<file path="config.mk">
export PLATFORM = sky130hd
export DESIGN_NAME = encoder_4_2_rr_flat
export DESIGN_NICKNAME = d
export VERILOG_FILES = /design/src/rtl/encoder_4_2_rr_if.sv /design/src/rtl/encoder_4_2_rr.sv /design/src/flat_wrapper.sv
export SDC_FILE = /design/constraint.sdc
export NUM_CORES = 1
export LEC_CHECK = 0
export CAP_MARGIN = 40
export CORE_MARGIN = 1
export CORE_UTILIZATION = 40
export DETAILED_ROUTE_END_ITERATION = 7
export GPL_TIMING_DRIVEN = 1
export HOLD_SLACK_MARGIN = 0.06
export PLACE_DENSITY = 0.7
export SYNTH_ARGS = -nofsm -noshare
export SYNTH_HDL_FRONTEND = slang
export SYNTH_SLANG_ARGS = --single-unit
</file>
<file path="constraint.sdc">
create_clock -name clk -period 1.8 [get_ports clk]
set_input_delay 0.36 -clock clk [delete_from_list [all_inputs] [get_ports clk]]
set_output_delay 0.36 -clock clk [all_outputs]
set_load 0.02 [all_outputs]
</file>
<file path="src/rtl/encoder_4_2_rr_if.sv">
// Request/code handshake bundle for the round-robin 4-to-2 encoder.
// The master drives capture enable, requests and ready; the slave presents the code.
interface encoder_4_2_rr_if;
    logic       en;
    logic [3:0] in;
    logic       ready;
    logic [1:0] out;
    logic       valid;
    logic [3:0] pend;
    logic       dup;

    modport master (output en, in, ready, input out, valid, pend, dup);
    modport slave  (input en, in, ready, output out, valid, pend, dup);
endinterface

</file>
<file path="src/rtl/encoder_4_2_rr.sv">
// Round-robin 4-to-2 encoder: requests accumulate in a pending vector and are
// presented one code at a time through a valid/ready output register.
module encoder_4_2_rr (
    input  logic              clk,
    input  logic              rst,
    encoder_4_2_rr_if.slave   bus
);
    typedef enum logic {EMPTY = 1'b0, FULL = 1'b1} state_t;

    state_t     state, state_nxt;
    logic [1:0] out_q, out_nxt;
    logic [1:0] ptr, ptr_nxt;
    logic [3:0] pend_q, pend_nxt;
    logic       dup_q, dup_nxt;

    logic       load;
    logic       found;
    logic [1:0] k;
    logic [1:0] idx;
    logic [3:0] clr;
    logic [3:0] cap;

    always_ff @(posedge clk or posedge rst) begin
        if (rst) begin
            state  <= EMPTY;
            out_q  <= 2'b00;
            ptr    <= 2'b00;
            pend_q <= 4'b0000;
            dup_q  <= 1'b0;
        end else begin
            state  <= state_nxt;
            out_q  <= out_nxt;
            ptr    <= ptr_nxt;
            pend_q <= pend_nxt;
            dup_q  <= dup_nxt;
        end
    end

    always_comb begin
        state_nxt = state;
        out_nxt   = out_q;
        ptr_nxt   = ptr;
        found     = 1'b0;
        k         = 2'b00;
        idx       = 2'b00;
        clr       = 4'b0000;

        // Scan the registered pending vector cyclically from ptr; pend[3-k] holds code k.
        for (int i = 0; i < 4; i++) begin
            idx = ptr + 2'(i);
            if (!found && pend_q[2'd3 - idx]) begin
                found = 1'b1;
                k     = idx;
            end
        end

        load = found && ((state == EMPTY) || bus.ready);

        if (load) begin
            state_nxt = FULL;
            out_nxt   = k;
            ptr_nxt   = k + 2'd1;
            clr       = 4'b1000 >> k;
        end else if ((state == FULL) && bus.ready) begin
            state_nxt = EMPTY;
        end

        // A bit re-requested in the same cycle it is loaded survives and is not a duplicate.
        cap      = bus.en ? bus.in : 4'b0000;
        pend_nxt = (pend_q & ~clr) | cap;
        dup_nxt  = |(cap & pend_q & ~clr);
    end

    assign bus.out   = out_q;
    assign bus.valid = (state == FULL);
    assign bus.pend  = pend_q;
    assign bus.dup   = dup_q;
endmodule

</file>
<file path="src/flat_wrapper.sv">
// flat-port wrapper written by rule: the top's interface ports become plain ports
module encoder_4_2_rr_flat 
  (clk, rst, bus_en, bus_in, bus_ready, bus_out, bus_valid, bus_pend, bus_dup);
  encoder_4_2_rr_if bus_i ();
  input  logic clk;
  input  logic rst;
  input wire logic [$bits(bus_i.en)-1:0] bus_en;
  input wire logic [$bits(bus_i.in)-1:0] bus_in;
  input wire logic [$bits(bus_i.ready)-1:0] bus_ready;
  output wire logic [$bits(bus_i.out)-1:0] bus_out;
  output wire logic [$bits(bus_i.valid)-1:0] bus_valid;
  output wire logic [$bits(bus_i.pend)-1:0] bus_pend;
  output wire logic [$bits(bus_i.dup)-1:0] bus_dup;
  assign bus_i.en = bus_en;
  assign bus_i.in = bus_in;
  assign bus_i.ready = bus_ready;
  assign bus_out = bus_i.out;
  assign bus_valid = bus_i.valid;
  assign bus_pend = bus_i.pend;
  assign bus_dup = bus_i.dup;
  encoder_4_2_rr u_core (.clk(clk), .rst(rst), .bus(bus_i));
endmodule
</file>
Yosys cells after proc, flatten, opt, wreduce, memory -nomap -nowiden
Index checks and enable logic that the tools add are counted.

Register bits after elaboration: 10. Bits in latches: 0. Bits of input ports: 8. Memories: 0. Bits in read-only memories: 0. Word-level logic and storage cells: 55. Output and inout bits: 8. Memory bits (writable): 0.

Multiplexer cells: 20. Equality and inequality tests: 0. Shifts and indexed selects: 1. Reduce and logical (&&, ||, !) cells: 11. $lt $le $gt $ge: 4. Bitwise operators: 6. Div/mod/pow operators: 0. Add/sub/neg operators: 8. Multiply operators: 0.

Operator list (count): $and 4x4->4 (3); $lt 2x3->1 const B (4); $mux 1 (10); $bmux 1 s2 (4); $mux 2 (4); $mux 4 (2); $sub 2x2->2 const A (4); $logic_and 1x1->1 (5); $add 2x1->2 const B (2); $add 2x2->2 const B (2); $not 4->4 (1); $or 4x4->4 (1); $reduce_or 4->1 (1); $shr 4x2->4 const A (1); $logic_not 1->1 (3); $reduce_bool 2->1 (1); $logic_or 1x1->1 (1); $not 1->1 (1).

Depth between registers and ports, before layout
Gate-level depths: netlist (run 1).

Word-level depth: 18. Mapped depth: 8.

Least setup slack after synthesis (run 1)
Ideal clock, no wire load.

Path type: reg-to-reg. Start point: register u_core.pend_q[3] (netlist: u_core.bus.pend[3]). End point: register u_core.ptr[1]. Buffers on the path: 0. Required time: 1.672 ns. Slack: 0.030 ns. Period minus slack after synthesis: 1.770 ns. Cell stages (with the launch flop): 6. Arrival time: 1.642 ns. Path through: dfrtp_1 > mux2i_1 > nor2_1 > a311oi_2 > ha_1 > mux2_1.

Longest elaborated chain between the ends: 13.

Ends and longest elaborated chain: start, declared (line encoder_4_2_rr.sv:13) `logic [3:0] pend_q, pend_nxt;`; start signal, assigned (line encoder_4_2_rr.sv:34) `pend_q <= pend_nxt;`; $bmux 1 s2 (line encoder_4_2_rr.sv:51) `if (!found && pend_q[2'd3 - idx]) begin`; $mux 1 (not written as such) (line encoder_4_2_rr.sv:51); $mux 1 (line encoder_4_2_rr.sv:51); $logic_not 1->1 (line encoder_4_2_rr.sv:51); $logic_and 1x1->1 (line encoder_4_2_rr.sv:51); $mux 1 (line encoder_4_2_rr.sv:51); $logic_not 1->1 (line encoder_4_2_rr.sv:51); $logic_and 1x1->1 (line encoder_4_2_rr.sv:51); $mux 1 (line encoder_4_2_rr.sv:51); $logic_not 1->1 (line encoder_4_2_rr.sv:51); $logic_and 1x1->1 (line encoder_4_2_rr.sv:51); $mux 2 * (line encoder_4_2_rr.sv:51); via u_core.k[0] (line encoder_4_2_rr.sv:18) `logic [1:0] k;`; $add 2x1->2 * (line encoder_4_2_rr.sv:62) `ptr_nxt = k + 2'd1;`; end signal, assigned (line encoder_4_2_rr.sv:33) `ptr <= ptr_nxt;`; end, declared (line encoder_4_2_rr.sv:12) `logic [1:0] ptr, ptr_nxt;`.

The timed path passes the listed nets; every way through them passes the cells marked *. The select of a mux whose other input is x is not followed. A chain may end at the register's enable or synchronous reset.

Final worst setup path (run 1)
Start point: register u_core.pend_q[2] (netlist: u_core.bus.pend[2]). End point: output bus_pend[2].

RTL lines: end, declared (line flat_wrapper.sv:12) `output wire logic [$bits(bus_i.pend)-1:0] bus_pend;`.

No word-level cell between the ends.

==> qor.csv, run 1 <==
stage,metric,value,unit
run_status,outcome,completed,
pwr,Pwr Density,1820,nW/µm²
run,MaxCap Viol Count,0,
yosys,Synth area leaders,"dfrtp_1, ha_1, nand2_1",
sta,RSZ-0062 raised after global routing,true,
setup_path,Crit path buffers/inverters,1,
setup_path,CP peak stage delay,650,ps
global_route,first-pass GRT wire length,1.96,mm
placed_design,post-detail-place hpwl,928,µm
placed_design,DP Area,759,µm²
yosys,post-synth cell types,23,
clock_network,register clock-pin slew on the reported worst setup and hold paths,70,ps
clock_network,CTS tree,done,
die,die height,39.6,µm
setup_path,Slowest cell on crit path,clkdlybuf4s50_1,
global_route,initial antenna violation count,0,
clock_network,Max clock buf depth,2,
die,core area,1300,µm²
setup_path,Reg2Reg Setup Slack,100,ps
detailed_routing,via/cell ratio,5.09,
global_route,total gr overflow,0,
setup_path,family with the most delay on the worst path,buffers and inverters,
clock_network,Post-CTS Setup Inserts,0,
sta,Rel. slew slack,74.0,%
sta,Hold Fails Final Rpt,0,
final_layout,final cell area excluding filler cells,805,µm²
detailed_routing,total number of vias,473,
yosys,Adder-Cell Fraction of Synth Area,8.87,%
yosys,YS warnings,0,
yosys,Yosys top cell by area,dfrtp_1,
setup_path,WP data arrival,1370,ps
clock_network,htree depth,1,
yosys,Synth async-reset ratio,100,%
die,die area,1560,µm²
sta,minimum clock period,1730,ps
placed_design,Port Buf Inserts,15,
clock_network,TritonCTS Buffers,3,
sta,f_max,578,MHz
clock_network,root buffer selected by CTS,clkbuf_4,
global_route,largest net degree at the start of global routing,11,
setup_path,Worst Setup End Kind,output port,
pwr,Leakage,0.000382,µW
sta,clk_skew,5.18,ps
sta,"Slew Viols, Final",0,
global_route,vias in the first global route,429,
detailed_routing,drt pass-1 iters,3,
yosys,"Top FF cell, synth",dfrtp_1,
setup_path,critical path class,reg2out,
setup_path,data required time of the critical path,1440,ps
yosys,largest family of logic cells by synthesized area,compound AO/OA/AOI/OAI gates,
die,Cell Rows,13,
yosys,top-area cell type share of the netlist area,44.3,%
sta,fin crit share,96.2,%
yosys,synthesized area per cell,10.1,µm²
setup_path,"Cell Chain, Critical Path",clkdlybuf4s50_1,
min_path,Hold Path Class,in2async,
sta,final setup violation count,0,
detailed_routing,remaining antenna violation count after routing,0,
final_layout,diode count,0,
clock_network,clk_lat worst skew,260,ps
die,Initial Utilization,43.4,%
yosys,area fraction in compound gates after synthesis,20.6,%
die,chip width,39.6,µm
setup_path,top fanout value on the critical path,6,
sta,worst slew pin tran,389,ps
yosys,simple-gate share of the synthesized area,14.4,%
final_layout,Filler cells,127,
global_route,GRT Util Overall,19.3,%
detailed_routing,# DRC,0,
detailed_routing,Routed Wire Length,1.24,mm
final_layout,Syn-to-layout area delta,42.6,%
yosys,Post-Synthesis Cells,56,
die,# IOs,16,
pwr,Tot Pwr,1470,µW
yosys,xor/xnor share of the synthesized area,0,%
clock_network,TritonCTS Sinks,10,
yosys,Synth Register Bits,10,
yosys,Post-synth EDFFs,0,
final_layout,share of cells above drive strength 1,19.2,%
placed_design,gpl congestion,0.818,
yosys,"Seq/Total Area, Yosys",44.3,%
detailed_routing,drt initial violations,3,
yosys,Syn Nets,68,
yosys,mux share of post-synthesis cell area,6.43,%
final_layout,final net count,91,
pwr,VDD IR max,0.000907,V
detailed_routing,Routed WL per cell,13.3,µm
yosys,Mapped Area,564,µm²
setup_path,Critical Path Start Type,flop,
-- flip-flops by register name, summed over array words and instances, names as in the netlist --
name / cells
u_core.bus.pend: 4
u_core.bus.dup: 1
u_core.bus.out: 2
u_core.ptr: 2
u_core.bus.valid: 1
-- final timing paths --
check / end / depth (start not counted) / from
worst max-delay path: bus_pend[2] / 1 / u_core.bus.pend[2]
worst min-delay path: u_core.ptr[0] / 2 / rst
worst max register to register: u_core.bus.dup / 7 / u_core.bus.pend[1]
worst min register to register: u_core.bus.out[1] / 1 / u_core.bus.out[1]
max in group asynchronous: u_core.bus.pend[1] / 2 / rst
min in group clk: u_core.bus.out[1] / 1 / u_core.bus.out[1]
-- cells in the final DEF, fill, tap and decap left out --
cell type / count
a21o_1: 1
mux2_4: 1
nand2_1: 11
nor2_1: 1
and2_1: 1
a22oi_1: 1
a31oi_1: 1
buf_4: 4
o21ai_1: 1
ha_2: 1
clkbuf_4: 3
nand3_1: 1
o2bb2a_4: 1
a311oi_2: 1
a21oi_1: 4
dlymetal6s2s_1: 2
clkbuf_8: 1
nand2b_1: 2
mux2i_1: 1
a21oi_2: 1
mux2_1: 1
a22o_1: 2
nor4_2: 1
inv_1: 7
dfrtp_1: 9
clkdlybuf4s50_1: 13
ha_1: 3
dfrtp_2: 1
o221ai_1: 1
-- cell type report --
| cell class | instances | area (µm²) | share of cell area, % |
|---|---|---|---|
| well taps | 15 | 18.8 | 2.33 |
| flip-flops and latches | 10 | 251 | 31.3 |
| inverters | 7 | 26.3 | 3.27 |
| multi-input cells | 38 | 287 | 35.6 |
| repair buffers | 19 | 185 | 23.0 |
| clock buffers | 4 | 36.3 | 4.51 |
-- cell families (layout without fill, tap and decap cells) --
kind of cell             count (synthesis)  in the layout
multiplexers                             3              3
buffers and inverters                    8             30
AND/OR/NAND/NOR                         17             17
flip-flops                              10             10
AO/OA/AOI/OAI                           14             14
adder cells (fa/ha/maj)                  4              4
-- metal layers --
layer  track usage, %  vias up  part of all wire (%)
met2             27.0        9                    45
li1                 -      236                     -
met3             5.11        2                   2.8
met4             7.76        0                  0.81
met5                0        -                     0
met1             27.6      226                    51
-- cell usage after synthesis (all sizes together), types with 2 or more instances --
master	count
nand2	11
dfrtp	10
inv	7
a21oi	5
ha	4
a22o	2
mux2	2
nand2b	2
-- timing repair --
item / in CTS / in global routing
hold buffers: 0 / 0
resized for setup: 0 / 4
setup endpoints to repair: 0 / 4
-- stage by stage --
stage	utilization (%)	instances	setup TNS, ps	setup slack (ps)	hold slack (ps)
floorplan	-	56	0	30.1	200
global placement	58.4	89	0	106	496
detailed placement	58.4	89	0	65.8	499
CTS	61.2	93	0	24.0	390
global route	61.8	93	-26.0	-26.0	408
finish	61.8	93	0	68.5	370
-- power breakdown --
group	leakage [µW]	internal, µW	switching (µW)	total, µW
registers	0.000109	326	89.4	415
logic	0.000252	423	424	847
clock network	0.0000210	123	83.1	206
No activity file was read; power rests on OpenSTA's default activity.
==> run 2, diff against run 1 <==
- PLACE_DENSITY: 0.7 -> 0.72
==> qor.csv, run 2 (synthesized netlist as in run 1, its figures left out) <==
stage,metric,value,unit
run_status,outcome,completed,
setup_path,Worst Setup End Kind,output port,
clock_network,TritonCTS Buffers,3,
placed_design,Inst Count DP,89,
setup_path,RR Endpoint,u_core.bus.dup,
run,MaxCap Viol Count,0,
clock_network,clk_lat worst skew,260,ps
pwr,Clk pwr share,10.2,%
sta,f_max,570,MHz
clock_network,TritonCTS Sinks,10,
pwr,Pwr Density,1840,nW/µm²
sta,minimum clock period,1750,ps
die,die area,1560,µm²
final_layout,area taken by flip-flops and latches,251,µm²
detailed_routing,# DRC,0,
final_layout,share of cells above drive strength 1,21.3,%
min_path,Hold Path Class,in2async,
pwr,part of the power in registers,27.9,%
global_route,vias in the first global route,381,
setup_path,Setup crit end,bus_pend[2],
detailed_routing,remaining antenna violation count after routing,0,
placed_design,Port Buf Inserts,15,
pwr,Tot Pwr,1500,µW
global_route,initial antenna violation count,0,
placed_design,gpl congestion,0.816,
die,Cell Rows,13,
setup_path,critical path class,reg2out,
global_route,largest net degree at the start of global routing,11,
global_route,first-pass GRT wire length,1.73,mm
die,core area,1300,µm²
final_layout,"Core Util, Final",62.6,%
clock_network,register clock-pin slew on the reported worst setup and hold paths,60,ps
final_layout,non-filler instance count after layout,95,
pwr,Pint,889,µW
detailed_routing,Routed WL per cell,12.7,µm
global_route,GRT Util Overall,16.8,%
die,# IOs,16,
setup_path,WP data arrival,1390,ps
setup_path,Crit path buffers/inverters,1,
sta,"Slew Viols, Final",0,
clock_network,CTS tree,done,
sta,clk_skew,1.02,ps
final_layout,max reg flops,4,
setup_path,Reg2Reg Setup Slack,70,ps
setup_path,Slowest cell on crit path,clkdlybuf4s50_1,
setup_path,R2R Path Start,u_core.bus.pend[1],
setup_path,top fanout value on the critical path,6,
setup_path,Critical Path Start Type,flop,
clock_network,htree depth,1,
detailed_routing,via/cell ratio,5.24,
detailed_routing,Routed Wire Length,1.21,mm
setup_path,"Cell Chain, Critical Path",clkdlybuf4s50_1,
final_layout,Filler cells,113,
sta,fin crit share,97.4,%
pwr,Comb pwr share,61.9,%
final_layout,multi-input combinational cell area,290,µm²
final_layout,final net count,94,
pwr,VDD IR max,0.000926,V
pwr,Leakage,0.000386,µW
clock_network,Max clock buf depth,2,
final_layout,diode count,0,
pwr,Psw,606,µW
detailed_routing,drt pass-1 iters,4,
die,chip width,39.6,µm
sta,final setup violation count,0,
clock_network,CTS Hold Bufs,0,
setup_path,CP peak stage delay,650,ps
setup_path,family with the most delay on the worst path,buffers and inverters,
detailed_routing,total number of vias,498,
pwr,sw frac,40.6,%
die,Initial Utilization,43.4,%
final_layout,most common library cell in the layout ignoring fill and taps,clkdlybuf4s50_1,
setup_path,WP depth,1,
global_route,total gr overflow,0,
clock_network,root buffer selected by CTS,clkbuf_4,
setup_path,data required time of the critical path,1440,ps
detailed_routing,drt initial violations,11,
die,die height,39.6,µm
sta,Hold Fails Final Rpt,0,
final_layout,Syn-to-layout area delta,44.3,%
setup_path,reg2reg path depth,7,
final_layout,most frequent cells in the layout,"clkdlybuf4s50_1, nand2_1, dfrtp_1, inv_1, buf_4",
sta,worst slew pin tran,392,ps
placed_design,post-detail-place hpwl,867,µm
sta,Rel. slew slack,73.9,%
setup_path,launch point of the critical path,u_core.bus.pend[2],
[run 2: cell count changes in the layout (fill, tap and decap cells not counted), sizes merged]
cell / delta
buf: +3
clkbuf: -1
clkdlybuf4s50: +1
dlymetal6s2s: -1
[run 2: power groups by stage]
stage / combinational [µW] / sequential, µW / clock [µW]
4_1_cts: 838 / 414 / 158
3_3_place_gp: 823 / 416 / 0
5_1_grt: 999 / 428 / 165
2_1_floorplan: 393 / 515 / 0
3_5_place_dp: 828 / 418 / 0
6_report: 926 / 417 / 152
[run 2: timing repair]
item | CTS | global route
gates resized for setup | 0 | 3
setup endpoints to repair | 0 | 3
setup buffers | 0 | 3
[run 2: per-layer routing]
| metal | share of wire (%) | up-vias | track usage (%) |
|---|---|---|---|
| li1 | - | 241 | - |
| met1 | 48 | 234 | 25.8 |
| met2 | 44 | 21 | 23.0 |
| met3 | 6.9 | 2 | 3.41 |
| met4 | 0.66 | 0 | 5.17 |
| met5 | 0 | - | 0 |
[run 2: worst min-delay path by stage]
stage,start,to,slack [ps],depth (start not counted)
after floorplan,rst,u_core.bus.dup,200,1
after global placement,u_core.bus.out[1],u_core.bus.out[1],500,1
after detailed placement,u_core.bus.out[0],u_core.bus.out[0],500,1
after CTS,rst,u_core.bus.pend[3],390,2
after global routing,rst,u_core.bus.out[1],440,2
final,rst,u_core.bus.pend[3],370,2
[run 2: per-stage QoR]
step	setup TNS, ps	instance area [µm²]	worst slack (ps)	hold slack [ps]
2_1_floorplan	0	564	30.1	200
3_3_place_gp	0	759	33.7	500
3_5_place_dp	0	759	30.5	500
4_1_cts	0	782	10.5	388
5_1_grt	-46.0	815	-29.5	442
6_report	0	815	46.3	373
[run 2: cell type report]
cell class,instances,area share (%)
inverter,7,3.23
timing repair buffer,22,25.2
tap,15,2.30
clock buffer,3,2.76
sequential,10,30.9
multi-input combinational,38,35.6
==> run 3, diff against run 2 <==
- CAP_MARGIN: 40 -> 20
==> results of run 3 <==
The final DEF is identical to that of run 2; final timing and power are the same.
